### src/rtl/ctrl_step_sequencer.sv
// rtl/ctrl_step_sequencer.sv - one-hot control step sequencer with memory wait states, halt and bus-timeout fault
module ctrl_step_sequencer #(
    parameter int                   NUM_STEPS     = 5,
    parameter logic [NUM_STEPS-1:0] MEM_STEP_MASK = 5'b01001,
    parameter int                   WAIT_LIMIT    = 15
) (
    input  logic                         iClk,
    input  logic                         iRst,
    input  logic                         iRdy,
    input  logic                         iMemNeed,
    input  logic                         iLastStep,
    input  logic                         iHalt,
    input  logic                         iResume,
    input  logic                         iMemAck,
    output logic                         oMemReq,
    output logic [NUM_STEPS-1:0]         oStep,
    output logic [$clog2(NUM_STEPS)-1:0] oStepIdx,
    output logic                         oIR_en,
    output logic                         oInstrDone,
    output logic                         oHalted,
    output logic                         oFault
);

    localparam int                 IDX_W    = $clog2(NUM_STEPS);
    localparam logic [IDX_W-1:0]   LAST_IDX = IDX_W'(NUM_STEPS - 1);
    localparam logic [7:0]         LIMIT    = 8'(WAIT_LIMIT);

    typedef enum logic [1:0] {
        ST_RUN,
        ST_WAIT_MEM,
        ST_HALT,
        ST_FAULT
    } state_t;

    state_t                 state_q, state_d;
    logic [NUM_STEPS-1:0]   step_q, step_d;
    logic [IDX_W-1:0]       idx_q, idx_d;
    logic [7:0]             cnt_q, cnt_d;
    logic                   done_q, done_d;

    logic mem_step;
    logic end_step;
    logic advance;
    logic complete;

    // Step 0 is the instruction fetch, so it always waits for memory.
    assign mem_step = (idx_q == '0) || (MEM_STEP_MASK[idx_q] && iMemNeed);
    assign end_step = iLastStep || (idx_q == LAST_IDX);

    always_comb begin
        state_d  = state_q;
        step_d   = step_q;
        idx_d    = idx_q;
        cnt_d    = cnt_q;
        done_d   = 1'b0;
        advance  = 1'b0;
        complete = 1'b0;

        case (state_q)
            ST_RUN: begin
                if (iRdy) begin
                    if (mem_step) begin
                        state_d = ST_WAIT_MEM;
                        cnt_d   = '0;
                    end else if (end_step) begin
                        complete = 1'b1;
                    end else begin
                        advance = 1'b1;
                    end
                end
            end
            ST_WAIT_MEM: begin
                // An ack in the limit cycle still completes the access.
                if (iMemAck) begin
                    state_d = ST_RUN;
                    if (end_step) begin
                        complete = 1'b1;
                    end else begin
                        advance = 1'b1;
                    end
                end else begin
                    cnt_d = cnt_q + 8'd1;
                    if (cnt_d == LIMIT) begin
                        state_d = ST_FAULT;
                    end
                end
            end
            ST_HALT: begin
                if (iResume) begin
                    state_d = ST_RUN;
                end
            end
            default: begin
            end
        endcase

        if (advance) begin
            step_d = {step_q[NUM_STEPS-2:0], step_q[NUM_STEPS-1]};
            idx_d  = idx_q + IDX_W'(1);
        end

        if (complete) begin
            step_d  = NUM_STEPS'(1);
            idx_d   = '0;
            done_d  = 1'b1;
            state_d = iHalt ? ST_HALT : ST_RUN;
        end
    end

    always_ff @(posedge iClk) begin
        if (iRst) begin
            state_q <= ST_RUN;
            step_q  <= NUM_STEPS'(1);
            idx_q   <= '0;
            cnt_q   <= '0;
            done_q  <= 1'b0;
        end else begin
            state_q <= state_d;
            step_q  <= step_d;
            idx_q   <= idx_d;
            cnt_q   <= cnt_d;
            done_q  <= done_d;
        end
    end

    assign oMemReq    = (state_q == ST_WAIT_MEM);
    assign oHalted    = (state_q == ST_HALT);
    assign oFault     = (state_q == ST_FAULT);
    assign oStep      = step_q;
    assign oStepIdx   = idx_q;
    assign oInstrDone = done_q;
    assign oIR_en     = (state_q == ST_WAIT_MEM) && (idx_q == '0) && iMemAck;

endmodule

### config.mk
export PLATFORM = sky130hd
export DESIGN_NAME = ctrl_step_sequencer
export DESIGN_NICKNAME = d
export VERILOG_FILES = /design/src/rtl/ctrl_step_sequencer.sv
export SDC_FILE = /design/constraint.sdc
export NUM_CORES = 1
export LEC_CHECK = 0
export BUFFER_PORTS_ARGS = -buffer_cell sky130_fd_sc_hd__buf_2
export CAP_MARGIN = 30
export CORE_ASPECT_RATIO = 1.2
export CORE_UTILIZATION = 30
export CTS_CLUSTER_DIAMETER = 100
export CTS_CLUSTER_SIZE = 16
export DETAILED_ROUTE_END_ITERATION = 8
export SYNTH_ARGS = -nofsm -noshare
export SYNTH_HDL_FRONTEND = slang
export SYNTH_SLANG_ARGS = --single-unit
### constraint.sdc
create_clock -name iClk -period 1.9 [get_ports iClk]
set_input_delay 0.095 -clock iClk [delete_from_list [all_inputs] [get_ports iClk]]
set_output_delay 0.095 -clock iClk [all_outputs]
set_load 0.02 [all_outputs]
==> out/results.tsv, run 1 <==
metric	value	unit
I/O Buffers	20	
area leader, netlist	dfxtp_1	
worst r2r src	oStepIdx[1]	
final setup vio count	0	
GRT Total Usage	14.0	%
CTS Hold Bufs	0	
DR WL/cell	11.9	um
Residual DRC	0	
Root Buffer	clkbuf_8	
f_max	577	MHz
hold endpoint	cnt_q[0]	
P&R area growth vs syn	18.0	%
ys async rst share	0	%
worst slew pin tran	0.394	ns
sw frac	28.9	%
Top Ports	21	
GP Congestion	0.822	
Max Cap Viol	0	
drt first pass iters	4	
CP Class	flop to flop	
Yosys warning total	0	
Reg2Reg Setup Slack	0.17	ns
Netlist cell types	44	
CTS max path bufs	2	
Clock Skew	0.00808	ns
most frequent cells in the layout	20 x dfxtp_1, 20 x buf_2, 18 x a21oi_1, 13 x nand2_1, 13 x nor2_1	
status	finished clean	
Min-Delay Path Depth	2	
CP Launch Type	flop	
clock latency at the later pin of the worst-skew pair	0.26	ns
CTS tree	yes	
setup TNS	0	ns
share of cells above drive strength 1	20.9	%
Synth area leaders	dfxtp_1 35%, a21oi_1 7.9%, nand3_1 5.2%, ha_1 4.4%, nand2_1 4.3%	
Crit Path Max Fanout	6	
Final Max Tran Viols	0	
share of Yosys cell area claimed by the top area cell type	34.9	%
Std-Cell Rows	24	
EDFF count, synth	0	
DRT Wirelength	2560	um
post-route ant nets	0	
Design Area, Final	0.00135	sq mm
overall die area	0.00408	sq mm
Comb power frac	19.1	%
Final Cycle Share	91.2	%
CTS Sinks	20	
Final Hold Viols	0	
synthesized area	0.00115	sq mm
RSZ-0062 raised after global routing	no	
Placed Cells	212	
Core Footprint	0.00363	sq mm
Initial Util	31.6	%
worst-path cell chain	inv_1 > ha_1 > nor2_1 > a21oi_1 > a211oi_2 > a2111oi_2 > o211a_1	
Post-Synthesis Cells	143	
Seq/Total Area, Yosys	34.9	%
H-tree depth	1	
Syn Area/Cell	8.02	sq um
Iteration-0 DRC Markers	25	
Pint	0.639	mW
Critical-path top delay cell	a2111oi_2	
Primary FF master, synth	dfxtp_1	
die height	69.7	um
Worst EP arrival	1.94	ns
slew margin rel.	73.7	%
largest net degree at the start of global routing	18	
leakage power figure	0.571	nW
peak supply drop	384	uV
ant diodes	0	
Reg clk slew, reported paths	0.08	ns
clock share of power	31.2	%
Reg-to-Reg End	state_q[1]	
nets	177	
Hold Crit Class	input pin to flop	
DP HPWL	1860	um
Finished Layout Cells	215	
slowest stage delay, CP	0.36	ns
sequential fraction of design power	49.7	%
syn nets	155	
hold_sp	iRst	
PwrDens	664	mW/mm^2
GRT overflow	0	
Psw	0.260	mW
Req. time, crit path	2.11	ns
Worst Setup End Kind	flop	
post-layout min period	1.73	ns
first-pass GRT wire length	4510	um
worst r2r path cells	7	
number of global-route vias before repair	1040	
Die W	58.5	um
post-placement cell area	0.00131	sq mm
routed vias/inst	5.05	
CTS buffer count	3	
vias post-DR	1085	
#FFs+latches synth	20	
initial antenna violation count	0	
## power groups by stage
stage | Sequential [mW] | Combinational (mW) | Clock (mW)
global route | 0.449 | 0.189 | 0.309
floorplan | 0.457 | 0.119 | 0
global placement | 0.456 | 0.166 | 0
detailed placement | 0.457 | 0.169 | 0
CTS | 0.447 | 0.170 | 0.288
finish | 0.447 | 0.172 | 0.280
## registers in the layout, indices dropped and copies added (netlist names), named ones only
register and count:
cnt_q 8, oInstrDone 1, oStep 5, oStepIdx 3, state_q 2
## stage by stage
stage / hold slack, ns / setup WS, ns / power, mW / utilization [%]
floorplan: 0.349 / 0.0978 / 0.576 / -
global placement: 0.457 / 0.162 / 0.622 / 36.0
detailed placement: 0.461 / 0.103 / 0.626 / 36.0
CTS: 0.212 / 0.0877 / 0.906 / 37.1
global route: 0.220 / 0.0255 / 0.947 / 37.3
finish: 0.217 / 0.167 / 0.899 / 37.3
## cell usage after synthesis (all sizes together) (3+ instances only)
library cell and n:
nand2b 5, o21ai 7, nor2 14, or3 3, buf 5, a21oi 19, dfxtp 20, inv 5
nand2 13, nand3 12, xor2 3, ha 4
## worst max-delay path, delay by kind of cell (launching register included)
kind,cells,cell delay [ns]
AO/OA/AOI/OAI,4,0.96
AND/OR/NAND/NOR,1,0.06
flip-flops,1,0.35
buffers and inverters,1,0.07
adder cells (fa/ha/maj),1,0.24
## how the worst max path moves through the flow
stage | endpoint | from | slack (ns)
floorplan | flop | oStepIdx[0] | 0.1
global placement | state_q[1] | oStepIdx[1] | 0.16
detailed placement | state_q[1] | oStepIdx[1] | 0.10
CTS | state_q[1] | oStepIdx[1] | 0.09
global route | flop | oStepIdx[1] | 0.03
finish | state_q[1] | oStepIdx[1] | 0.17
## cell families after synthesis
kind of cell	Yosys count	synth area share, %
and+or+nand+nor	62	29.7
AOI/OAI and AO/OA	42	24.0
DFF	20	34.9
buffers and inverters	11	4.03
xor gates and xnor gates	4	3.05
adders and majority gates	4	4.36
## metal layers
metal / global-route usage, % / routed length, um / share of wire, %
met1: 16.8 / 1160 / 45
met2: 23.9 / 1230 / 48
met3: 2.61 / 156 / 6.1
met4: 5.56 / 19 / 0.74
met5: 0 / 0 / 0
## cell type report
class | instances | area (sq um)
inverters | 5 | 18.8
well taps | 52 | 65.1
clock buffers | 3 | 41.3
flip-flops and latches | 20 | 400
multi-input cells | 112 | 706
fillers | 381 | 2280
repair buffers | 23 | 123
## what timing repair did
action                     4_1_cts  5_1_grt
setup endpoints to repair        0        1
buffers inserted                 0        0
resized for setup                0        1
No activity file was read; power rests on OpenSTA's default activity.
==> inputs of run 2 (changes only) <==
Settings changed: CELL_PAD_IN_SITES_DETAIL_PLACEMENT from default to 1, CELL_PAD_IN_SITES_GLOBAL_PLACEMENT from default to 1, GPL_TIMING_DRIVEN from default to 0, PLACE_DENSITY_LB_ADDON from default to 0.1.
==> out/results.tsv, run 2 (synthesis gave the netlist of run 1 again) <==
metric	value	unit	change
Placed Cells	214		+0.94%
Hold Crit Class	input pin to flop		
most frequent cells in the layout	23 x buf_2, 18 x dfxtp_1, 17 x a21oi_1, 13 x nand2_1, 13 x nor2_1		
CP Launch Type	flop		
CP Class	flop to flop		
DRT Wirelength	3070	um	+20%
GRT overflow	0		unchanged
DR WL/cell	14.1	um	+18%
routed vias/inst	5.18		+2.6%
max reg flops	8		unchanged
Reg2Reg Setup Slack	0.13	ns	-0.03 ns
worst path bufs/invs	2		+1
Critical-path top delay cell	dfxtp_2		
Final Max Tran Viols	0		unchanged
nets	179		+1.1%
f_max	566	MHz	-1.8%
Initial Util	31.6	%	unchanged
Die W	58.5	um	unchanged
worst hold margin	0.210	ns	-0.00632 ns
clock latency at the later pin of the worst-skew pair	0.27	ns	about the same
H-tree depth	1		unchanged
Clock Skew	0.00330	ns	-0.00479 ns
die height	69.7	um	unchanged
Iteration-0 DRC Markers	36		+44%
Design Area, Final	0.00140	sq mm	+3.0%
most common cell after layout, fill and taps aside	buf_2		
slowest stage delay, CP	0.39	ns	+0.03 ns
RSZ-0062 raised after global routing	no		
number of global-route vias before repair	1101		+5.9%
Top Ports	21		unchanged
CTS tree	yes		
post-placement cell area	0.00131	sq mm	unchanged
PwrDens	762	mW/mm^2	+15%
ant diodes	0		unchanged
hold_sp	iHalt		
Reg clk slew, reported paths	0.08	ns	about the same
top cell family by delay on the critical path	compound AO/OA/AOI/OAI gates		
Power Total	1.06	mW	+18%
worst r2r src	oStepIdx[0]		
GP Congestion	0.752		-8.4%
CTS buffer count	3		unchanged
worst-path cell chain	inv_1 > ha_2 > nand2b_1 > nand3b_4 > a21o_1 > buf_2 > a211o_1 > o311ai_1		
status	finished clean		
Crit Path Max Fanout	10		+4
worst r2r path cells	8		+1
P&R area growth vs syn	21.6	%	
Min-Delay Path Depth	3		+1
Residual DRC	0		unchanged
Worst EP arrival	1.93	ns	about the same
overall die area	0.00408	sq mm	unchanged
Finished Layout Cells	218		+1.4%
Req. time, crit path	2.06	ns	-0.05 ns
drt first pass iters	4		unchanged
Final Cycle Share	92.9	%	+1.7 points
first-pass GRT wire length	5270	um	+17%
post-layout min period	1.77	ns	+0.0322 ns
Max Cap Viol	0		unchanged
Biggest register	cnt_q		
Final Hold Viols	0		unchanged
Root Buffer	clkbuf_8		
peak supply drop	293	uV	-24%
vias post-DR	1129		+4.1%
largest net degree at the start of global routing	13		-5
slew margin rel.	53.8	%	-20 points
CTS max path bufs	2		unchanged
CTS Sinks	20		unchanged
Worst Setup End Kind	flop		
post-route ant nets	0		unchanged
initial antenna violation count	0		unchanged
# fillers	462		+21%
post-CTS setup buffers	0		unchanged
DP HPWL	2280	um	+23%
worst slew pin tran	0.693	ns	+0.299 ns
Std-Cell Rows	24		unchanged
GRT Total Usage	16.9	%	+3.0 points
final setup vio count	0		unchanged
leakage power figure	0.584	nW	+2.3%
I/O Buffers	19		-5.0%
share of cells above drive strength 1	22.9	%	+2.0 points
Core Footprint	0.00363	sq mm	unchanged
hold endpoint	state_q[1]		
[run 2: cell count changes in the layout (fill, tap and decap cells not counted), sizes merged]
cell	change
bufinv	+1
buf	+1
clkbuf	+1
[run 2: repair_timing]
action / in CTS / in global routing
endpoints found under the setup margin: 8 / 5
hold buffers: 0 / 0
resized for setup: 2 / 3
endpoints found under the hold margin: 0 / 0
[run 2: power by group]
group	total, mW	internal [mW]	switching (mW)	leakage, nW
sequential	0.444	0.432	0.0122	0.163
clock	0.438	0.282	0.157	0.0357
combinational	0.181	0.0657	0.115	0.385
total	1.06	0.779	0.284	0.584
[run 2: worst max-delay path by stage]
stage	startpoint	to	slack (ns)	depth (start not counted)
3_3_place_gp	oStepIdx[0]	state_q[1]	-0.006	7
5_1_grt	oStepIdx[0]	flop	0.0009	8
3_5_place_dp	oStepIdx[0]	oStep[2]	-0.04	7
4_1_cts	oStepIdx[1]	flop	0.04	8
6_report	oStepIdx[0]	flop	0.13	8
2_1_floorplan	oStepIdx[0]	flop	0.1	8
[run 2: per-stage QoR]
stage	TNS (ns)	worst slack, ns	utilization, %
floorplan	0	0.0978	-
global placement	-0.00647	-0.00647	36.0
detailed placement	-0.0915	-0.0353	36.0
CTS	0	0.0419	38.2
global route	0	0.000872	38.4
finish	0	0.135	38.4
[run 2: layout make-up]
cell class | count | area [sq um] | area share, %
inverter | 5 | 18.8 | 1.35
sequential | 20 | 403 | 28.9
buffer | 6 | 27.5 | 1.97
timing repair buffer | 19 | 95.1 | 6.82
tap | 52 | 65.1 | 4.66
clock inverter | 1 | 30.0 | 2.15
clock buffer | 3 | 41.3 | 2.96
multi-input combinational | 112 | 714 | 51.2
[run 2: worst min-delay path: cells and delay by family]
kind,cells,cell delay [ns]
buf+inv,1,0.09
compound gates,2,0.26
[run 2: per-layer routing]
layer | up-vias | track usage [%] | part of all wire [%]
met3 | 5 | 2.80 | 2.7
met4 | 0 | 5.56 | 1.3
met2 | 17 | 27.8 | 49
met5 | - | 0 | 0
met1 | 552 | 22.1 | 47
li1 | 555 | - | -
==> inputs of run 3 (changes only) <==
--- a/config.mk
+++ b/config.mk
@@ -12,3 +12,3 @@
 export CORE_ASPECT_RATIO = 1.2
-export CORE_UTILIZATION = 30
+export CORE_UTILIZATION = 39
 export CTS_CLUSTER_DIAMETER = 100
@@ -17,2 +17,3 @@
 export GPL_TIMING_DRIVEN = 0
+export MAX_ROUTING_LAYER = met4
 export PLACE_DENSITY_LB_ADDON = 0.1
--- a/constraint.sdc
+++ b/constraint.sdc
@@ -3,2 +3,2 @@
 set_output_delay 0.095 -clock iClk [all_outputs]
-set_load 0.02 [all_outputs]
+set_load 0.1 [all_outputs]
==> out/results.tsv, run 3 (synthesis gave the netlist of run 1 again) <==
metric	value	unit	change
RSZ-0062 raised after global routing	no		
overall die area	0.00316	sq mm	-22%
GRT Total Usage	21.9	%	+5.0 points
CTS max path bufs	2		unchanged
final setup margin	0.147	ns	+0.0125 ns
Hold Crit Class	input pin to flop		
most common cell after layout, fill and taps aside	buf_2		
Top Ports	21		unchanged
# fillers	355		-23%
post-layout min period	1.75	ns	-0.0125 ns
drt first pass iters	4		unchanged
Worst EP arrival	1.96	ns	+0.03 ns
Placed Cells	196		-8.4%
Reg clk slew, reported paths	0.12	ns	+0.04 ns
CTS buffer count	3		unchanged
multi-input logic area	742	sq um	+3.9%
worst-path cell chain	inv_1 > ha_2 > nand2b_1 > nand3b_4 > a21o_1 > buf_2 > a211o_1 > o311ai_1		
H-tree depth	1		unchanged
status	finished clean		
slowest stage delay, CP	0.40	ns	about the same
Place WS	0.0618	ns	+0.0970 ns
Finished Layout Cells	200		-8.3%
clock latency at the later pin of the worst-skew pair	0.30	ns	+0.03 ns
Final Cycle Share	92.3	%	-0.66 points
Std-Cell Rows	21		-13%
GP Congestion	0.776		+3.1%
Biggest register	cnt_q		
Clock Skew	0.000936	ns	-0.00236 ns
Final Hold Viols	0		unchanged
Initial Util	41.2	%	+9.6 points
I/O Buffers	19		unchanged
routed vias/inst	5.48		+5.8%
storage element area	412	sq um	+2.2%
P&R area growth vs syn	21.4	%	
leakage power figure	0.578	nW	-1.0%
f_max	570	MHz	+0.71%
DRT Wirelength	3090	um	+0.72%
slew margin rel.	67.3	%	+13 points
Final Max Tran Viols	0		unchanged
post-route ant nets	0		unchanged
max reg flops	8		unchanged
Max Cap Viol	0		unchanged
Die W	51.5	um	-12%
worst slew pin tran	0.494	ns	-0.198 ns
Iteration-0 DRC Markers	16		-56%
Req. time, crit path	2.11	ns	+0.05 ns
DP HPWL	2350	um	+3.1%
PwrDens	761	mW/mm^2	about the same
Root Buffer	clkbuf_4		
CTS Sinks	20		unchanged
Power Total	1.06	mW	-0.27%
DR WL/cell	15.4	um	+9.8%
Resize count post-CTS	0		-2
number of global-route vias before repair	1063		-3.5%
vias post-DR	1096		-2.9%
final setup vio count	0		unchanged
CP Class	flop to flop		
Critical-path top delay cell	dfxtp_4		
largest net degree at the start of global routing	13		unchanged
CTS Hold Bufs	0		unchanged
CTS tree	yes		
nets	179		unchanged
die height	61.4	um	-12%
post-CTS setup buffers	0		unchanged
Core Footprint	0.00279	sq mm	-23%
CP Launch Type	flop		
Worst Setup End Kind	flop		
first-pass GRT wire length	4980	um	-5.5%
Crit Path Max Fanout	10		unchanged
initial antenna violation count	0		unchanged
setup TNS	0	ns	unchanged
GRT overflow	0		unchanged
share of cells above drive strength 1	27.7	%	+4.8 points
Residual DRC	0		unchanged
ant diodes	0		unchanged
most frequent cells in the layout	22 x buf_2, 16 x a21oi_1, 15 x dfxtp_1, 13 x nand2_1, 13 x nor2_1		
peak supply drop	406	uV	+39%
worst hold margin	0.163	ns	-0.0472 ns
[run 3: changes by cell type in the layout (fill, tap and decap cells not counted), sizes merged]
| cell | change |
|---|---|
| buf | -1 |
| clkbuf | +1 |
[run 3: report_power, final]
group,switching (mW),internal (mW),total (mW)
clock network,0.140,0.213,0.353
logic,0.190,0.0732,0.263
registers,0.0136,0.431,0.444
total,0.344,0.717,1.06
[run 3: per-layer routing]
| metal | track usage (%) | vias to the layer above | part of all wire, % |
|---|---|---|---|
| met1 | 23.8 | 530 | 42 |
| met5 | - | - | 0 |
| met4 | 6.95 | 0 | 0.65 |
| li1 | - | 554 | - |
| met2 | 41.7 | 10 | 56 |
| met3 | 2.22 | 2 | 1.3 |
[run 3: worst paths after layout]
check / from / endpoint / slack [ns] / depth (start not counted)
setup / recovery: oStepIdx[0] / flop / 0.15 / 8
hold / removal: iRst / oStep[4] / 0.16 / 2
setup reg to reg: oStepIdx[0] / flop / 0.15 / 8
hold reg to reg: oStep[1] / oStep[1] / 0.49 / 2
[run 3: final cells by class]
cell class,count,share of cell area (%)
plain buffers,6,1.98
clock buffers,3,1.62
inverters,5,1.35
clock inverters,1,2.16
repair buffers,19,7.01
well taps,34,3.05
multi-input cells,112,53.3
flip-flops and latches,20,29.6
[run 3: through the flow]
step / util (%) / cell area (sq um)
floorplan: - / 1160
global placement: 46.8 / 1300
detailed placement: 46.8 / 1300
CTS: 48.7 / 1360
global route: 50.0 / 1390
finish: 50.0 / 1390
[run 3: worst max-delay path: cells and delay by family, from the launching register on]
family	cells	cell delay (ns)
buffers and inverters	2	0.25
AO/OA/AOI/OAI	3	0.52
adder cells (fa/ha/maj)	1	0.23
AND/OR/NAND/NOR	2	0.27
flip-flops	1	0.40
